### src/rtl/serial_add_unit.sv
`default_nettype none
// +-----------------------------------------------------------------------------+
// | serial_add_unit                                                             |
// | Bit-serial LSB-first adder with start/done handshake and a serial bit tap.  |
// | Optional: define SERIAL_ADD_SAT_EN to saturate the word result on overflow. |
// | Revision: 1.0                                                               |
// +-----------------------------------------------------------------------------+
module serial_add_unit #(
   parameter int WIDTH = 8
) (
   input  logic             clk,
   input  logic             rst_n,
   input  logic             start,
   input  logic [WIDTH-1:0] a_in,
   input  logic [WIDTH-1:0] b_in,
   output logic             busy,
   output logic             done,
   output logic [WIDTH-1:0] sum_out,
   output logic             cout_out,
   output logic             ser_valid,
   output logic             ser_sum,
   output logic             ser_cout
);

   localparam int                 c_CNT_W = (WIDTH > 1) ? $clog2(WIDTH) : 1;
   localparam logic [c_CNT_W-1:0] c_LAST  = c_CNT_W'(WIDTH - 1);

   typedef enum logic [1:0] {
      S_IDLE = 2'd0,
      S_RUN  = 2'd1,
      S_DONE = 2'd2
   } state_t;

   state_t             r_state;
   logic [WIDTH-1:0]   r_sha;
   logic [WIDTH-1:0]   r_shb;
   logic [WIDTH-2:0]   r_res;
   logic [c_CNT_W-1:0] r_cnt;
   logic               r_c;

   logic               w_run;
   logic               w_a;
   logic               w_b;
   logic               w_p;
   logic               w_s;
   logic               w_cn;
   logic [WIDTH-1:0]   w_sum_next;

   // Full add built from two half-add terms: p = a^b, then s = p^c.
   assign w_run      = (r_state == S_RUN);
   assign w_a        = r_sha[0];
   assign w_b        = r_shb[0];
   assign w_p        = w_a ^ w_b;
   assign w_s        = w_p ^ r_c;
   assign w_cn       = (w_a & w_b) | (r_c & w_p);
   assign w_sum_next = {w_s, r_res};

   assign busy       = w_run;
   assign done       = (r_state == S_DONE);
   assign ser_valid  = w_run;
   assign ser_sum    = w_run & w_s;
   assign ser_cout   = w_run & w_cn;

   always_ff @(posedge clk or negedge rst_n) begin
      if (!rst_n) begin
         r_state  <= S_IDLE;
         r_sha    <= '0;
         r_shb    <= '0;
         r_res    <= '0;
         r_cnt    <= '0;
         r_c      <= 1'b0;
         sum_out  <= '0;
         cout_out <= 1'b0;
      end else begin
         case (r_state)
            S_IDLE, S_DONE: begin
               if (start) begin
                  r_sha   <= a_in;
                  r_shb   <= b_in;
                  r_res   <= '0;
                  r_cnt   <= '0;
                  r_c     <= 1'b0;
                  r_state <= S_RUN;
               end else begin
                  r_state <= S_IDLE;
               end
            end
            S_RUN: begin
               r_sha <= r_sha >> 1;
               r_shb <= r_shb >> 1;
               r_c   <= w_cn;
               // Result fills from the MSB end; after WIDTH shifts bit 0 lands at index 0.
               r_res <= w_sum_next[WIDTH-1:1];
               if (r_cnt == c_LAST) begin
                  r_state  <= S_DONE;
                  cout_out <= w_cn;
`ifdef SERIAL_ADD_SAT_EN
                  sum_out  <= w_cn ? {WIDTH{1'b1}} : w_sum_next;
`else
                  sum_out  <= w_sum_next;
`endif
               end else begin
                  r_cnt <= r_cnt + c_CNT_W'(1);
               end
            end
            default: r_state <= S_IDLE;
         endcase
      end
   end

endmodule
`default_nettype wire

### config.mk
export PLATFORM = sky130hd
export DESIGN_NAME = serial_add_unit
export DESIGN_NICKNAME = d
export VERILOG_FILES = /design/src/rtl/serial_add_unit.sv
export SDC_FILE = /design/constraint.sdc
export NUM_CORES = 1
export LEC_CHECK = 0
export ABC_AREA = 1
export BUFFER_PORTS_ARGS = -buffer_cell sky130_fd_sc_hd__buf_2
export CAP_MARGIN = 20
export CORE_MARGIN = 1.5
export CORE_UTILIZATION = 50
export DETAILED_ROUTE_END_ITERATION = 8
export HOLD_SLACK_MARGIN = 0.15
export PLACE_DENSITY = 0.72
export SYNTH_ARGS = -nofsm -noshare
export SYNTH_HDL_FRONTEND = slang
export SYNTH_SLANG_ARGS = --single-unit
### constraint.sdc
create_clock -name clk -period 1.43 [get_ports clk]
set_input_delay 0.0715 -clock clk [delete_from_list [all_inputs] [get_ports clk]]
set_output_delay 0.0715 -clock clk [all_outputs]
set_load 0.005 [all_outputs]
After elaboration in Yosys (flattened, before gate mapping)
Cells that the tools add are included.

storage, ports and cells
  bits in registers = 38
  input port bits = 19
  output and inout port bits = 14
  logic and storage cells = 42

operators by class
  $add $sub $neg = 1
  equality and inequality tests = 6
  mux-type cells = 14
  bitwise operators = 7
  reductions and logical operators = 6

operator list
  cell                                           count
  case mux 8 bit (2 select lines)                2
  two-way mux 8 bit                              2
  case mux 7 bit (2 select lines)                1
  two-way mux 7 bit                              1
  two-way mux 3 bit                              2
  case mux 3 bit (2 select lines)                1
  AND 1 bit                                      4
  != test 2 bit, second input constant           2
  case mux 2 bit (2 select lines)                1
  AND reduction 2 bit                            2
  adder 3 x 1 -> 3 bit, second input constant    1
  == test 3 bit, second input constant           1
  AND reduction 3 bit                            1
  == test 2 x 1 -> 1 bit, second input constant  1
  == test 2 bit, second input constant           1
  zero test 2 bit                                1
  two-way mux 1 bit                              2
  two-way mux 2 bit                              1
  != test 2 x 1 -> 1 bit, second input constant  1
  case mux 1 bit (2 select lines)                1
  nonzero test 2 bit                             1
  OR reduction 2 bit                             1
  XOR 1 bit                                      2
  bitwise OR 1 bit                               1

Depth between registers and ports, before layout
  word-level depth = 4
  depth in mapped cells = 8
  mapped depth without buffers = 6

Least setup slack after synthesis
OpenSTA, ideal clock, no wires.

  kind = reg-to-reg
  from = register r_cnt[0]
  to = register r_cnt[0]
  library setup time = 65 ps
  arrival time = 1,201 ps
  required time = 1,365 ps
  setup slack = 164 ps
  stages on the path, launching flop included = 7
  path buffers = 0
  clock period less this slack = 1,266 ps
  cell sequence = dfrtp_1 -> ha_1 -> ha_1 -> nand3b_1 -> inv_1 -> nand2_1 -> nand2_1

between the ends
  longest elaborated chain between the ends = 3
  elaborated cells on any way between the ends = 6
  classes of those cells = add/sub (1); eq/ne (2); mux (2); reduce/logical (1)

RTL lines
  what                                                                    RTL line  source
  start, declared                                                         38        logic [c_CNT_W-1:0] r_cnt;
  start signal, assigned                                                  103       r_cnt <= r_cnt + c_CNT_W'(1);
  adder 3 x 1 -> 3 bit or == test 3 bit (tied branches)                   103, 94
  two-way mux 3 bit or != test 2 bit (tied branches)                      n/a
  case mux 3 bit (2 select lines) or AND reduction 3 bit (tied branches)  n/a

Parallel ways exist; a longest one is shown, timed or not. The select of a mux whose other input is x is not followed.
A chain may end at the register's enable or synchronous reset.

Worst setup path in the final report
  from = register r_sha[0]
  to = output port ser_sum

between the ends
  longest elaborated chain between the ends = 3

RTL lines
  what                    RTL line  source
  start, declared         35        logic [WIDTH-1:0] r_sha;
  start signal, assigned  78        r_sha <= a_in;
  start signal, assigned  89        r_sha <= r_sha >> 1;
  XOR 1 bit               53        assign w_p = w_a ^ w_b;
  XOR 1 bit               54        assign w_s = w_p ^ r_c;
  via w_s                 45        logic w_s;
  AND 1 bit               61        assign ser_sum = w_run & w_s;
  end, declared           21        output logic ser_sum,

The timed path passes the listed nets, and every way through them passes these cells.

==> reports/summary.txt <==
Final hold violations -> 0
Pin count of the biggest net entering global routing -> 39
Worst Path Max Fanout -> 2
Post-synth cell types -> 20
Post-DP Area -> 0.00208 mm2
GRT Total Usage -> 0.203
Slew @ Worst Pin -> 474 ps
Post-synthesis sequential area ratio -> 0.499
DR DRC count -> 0
Pre-antenna DRT Iters -> 4
Startpoint types -> flip-flop
Maxcap violations -> 0
Port buffer count -> 32
Reg area -> 952 um2
Hold Crit Class -> input pin to asynchronous set/reset pin
DRT antenna net count -> 0
Fillers -> 314
Setup WS post-layout -> -139 ps
Clock Tree Buf Depth -> 2
H-tree depth -> 2
Wire length per cell -> 11.2 um
Hold slack final -> 351 ps
Die footprint -> 0.00419 mm2
M1 wire length -> 1640 um
Layout Utilization -> 0.667
# rows -> 22
Final Wtd Congestion -> 0.720
Finished layout cell area -> 0.00244 mm2
Post-synth top area cell -> dfrtp_1
CP Buf/Inv Count -> 2
Via count -> 1529
Status -> finished, violations left
Met2 WL post-DR -> 1870 um
Fin cells -> 328
Area of the multi-input gates -> 706 um2
Leak -> 0.00137 uW
Pins Over Slew Limit -> 0
Cell count after synthesis -> 222
DP HPWL -> 2210 um
P per Cell Area -> 2230 mW/mm2
Global route overflow -> 0
Final nets -> 301
# diodes -> 0
Max Used Layer -> met4
Yosys reg bits -> 38
WL met3 -> 134 um
Syn nets -> 244
Crit Path Class -> flip-flop to output pin
Effective utilization at floorplan -> 0.520
Core footprint -> 0.00366 mm2
First-pass GRT wire length -> 6340 um
Minimum clock period after layout -> 1570 ps
WP data arrival -> 1500 ps
Slowest cell on crit path -> fa_1
Synth-to-layout area growth -> 28.2%
Layout cell share with drive strength beyond 1 -> 0.264
Syn. warnings -> 0
Vias in the first global route -> 1438
Initial drt markers -> 82
Clock skew -> 7.45 ps
TritonCTS buffer count -> 5
I/O pin cnt -> 33
RSZ-0062 raised after global routing -> true
Critical Path Max Stage Delay -> 580 ps
Total Routed Length -> 3670 um
R2R depth -> 5
CTS tree -> done
Worst path top cell family by delay -> adder cells
Die H -> 64.7 um
Failing checks -> negative setup slack
Final setup fails -> 2
Syn Area/Cell -> 8.58 um2
VDD IR-drop max -> 1.15 mV
CP Depth -> 4
Via density -> 4.66
Ranking of synthesized cells by area -> dfrtp_1 50%, nand2_1 15%, nand3_1 8.1%
CTS sink count -> 38
Clk Tree Root Cell -> clkbuf_8
Die Wd -> 64.7 um
Crit. End Element -> output pin
Max transition margin -> 0.684
Fmax -> 0.638 GHz
Clock latency on the worst-skew pair -> 290 ps
Setup TNS -> -180 ps
Clock-pin slew on the worst setup and hold paths -> 80 ps
Cells after DPL -> 298
Initial antenna violation count -> 0
Crit path cell chain -> fa_1 > nand2_2 > inv_1 > buf_2
Final Cycle Share -> 1.10
Critical Path RT -> 1360 ps
Post-Syn Area -> 0.00190 mm2
Synth top area share -> 0.499
-- final timing paths --
path	start	end	slack, ps
min	rst_n	sum_out[4]$_DFFE_PN0P_	350
max reg2reg	r_sha[0]$_DFFE_PN0P_	r_res[6]$_DFFE_PN0P_	0
max in group asynchronous	rst_n	r_state[1]$_DFFE_PN0P_	730
max	r_sha[0]$_DFFE_PN0P_	ser_sum	-140
min reg2reg	sum_out[2]$_DFFE_PN0P_	sum_out[2]$_DFFE_PN0P_	480
min in group clk	sum_out[2]$_DFFE_PN0P_	sum_out[2]$_DFFE_PN0P_	480
-- cells in the mapped netlist --
library cell  count
nand3_1          31
inv_1            41
nand3b_1          1
ha_1              2
fa_1              1
nand2_8           2
nor2_8            1
inv_4             1
buf_4             2
buf_2             1
buf_6             5
o21ai_0           3
dfrtp_1          38
o21ai_2          13
inv_2             1
clkbuf_1          1
inv_6             1
nor2_1            1
nand2_1          74
nand2_4           2
-- layer usage --
layer,GRT usage,vias up
li1,-,789
met1,0.236,708
met2,0.344,30
met3,0.0625,2
met4,0.0878,0
met5,0,-
-- registers in the layout, summed over array words and instances (netlist names) --
| name | flops |
|---|---|
| sum_out | 8 |
| r_res | 7 |
| r_shb | 8 |
| r_state | 2 |
| r_cnt | 3 |
| r_sha | 8 |
| r_c | 1 |
| cout_out | 1 |
-- cells in the final DEF, fill, tap and decap left out, types with 2 or more instances in the layout --
cell type	count
dlygate4sd3_1	18
inv_1	40
inv_2	2
nand2_8	2
nand2_1	73
buf_4	9
clkbuf_8	6
nand3_1	31
o21ai_2	13
o21ai_0	3
nand2_4	2
buf_2	32
bufinv_16	2
dfrtp_1	37
-- through the flow --
| step | setup WS [ps] | total power (uW) |
|---|---|---|
| 2_1_floorplan | 164 | 3650 |
| 3_3_place_gp | 98.7 | 4080 |
| 3_5_place_dp | 63.0 | 4140 |
| 4_1_cts | -151 | 5420 |
| 5_1_grt | -188 | 5950 |
| 6_report | -139 | 5450 |
-- final cells by class --
cell class / instances / area share
clock buffers: 6 / 0.0338
repair buffers: 59 / 0.167
well taps: 48 / 0.0246
multi-input cells: 131 / 0.289
clock inverters: 2 / 0.0246
flip-flops and latches: 38 / 0.390
inverters: 44 / 0.0707
-- logic make-up after synthesis --
kind of cell               count (synthesis)  share of synthesized area
and+or+nand+nor                          112                      0.277
buffers and inverters                     53                      0.133
DFF                                       38                      0.499
AOI/OAI and AO/OA                         16                     0.0677
adders and majority gates                  3                     0.0237
-- power breakdown --
| group | switching [uW] | internal, uW |
|---|---|---|
| registers | 258 | 1580 |
| clock network | 387 | 744 |
| logic | 1430 | 1060 |
| total | 2070 | 3380 |
-- worst min-delay path, delay by kind of cell --
family	cells	cell delay, ps
buffers and inverters	3	1020
-- repair_timing --
action | CTS | global route
gates resized for setup | 1 | 3
endpoints found under the hold margin | 58 | 0
hold buffers | 18 | 0
pin swaps | 2 | 1
setup endpoints to repair | 2 | 8
setup buffers | 2 | 2
(Power assumes the default switching activity.)
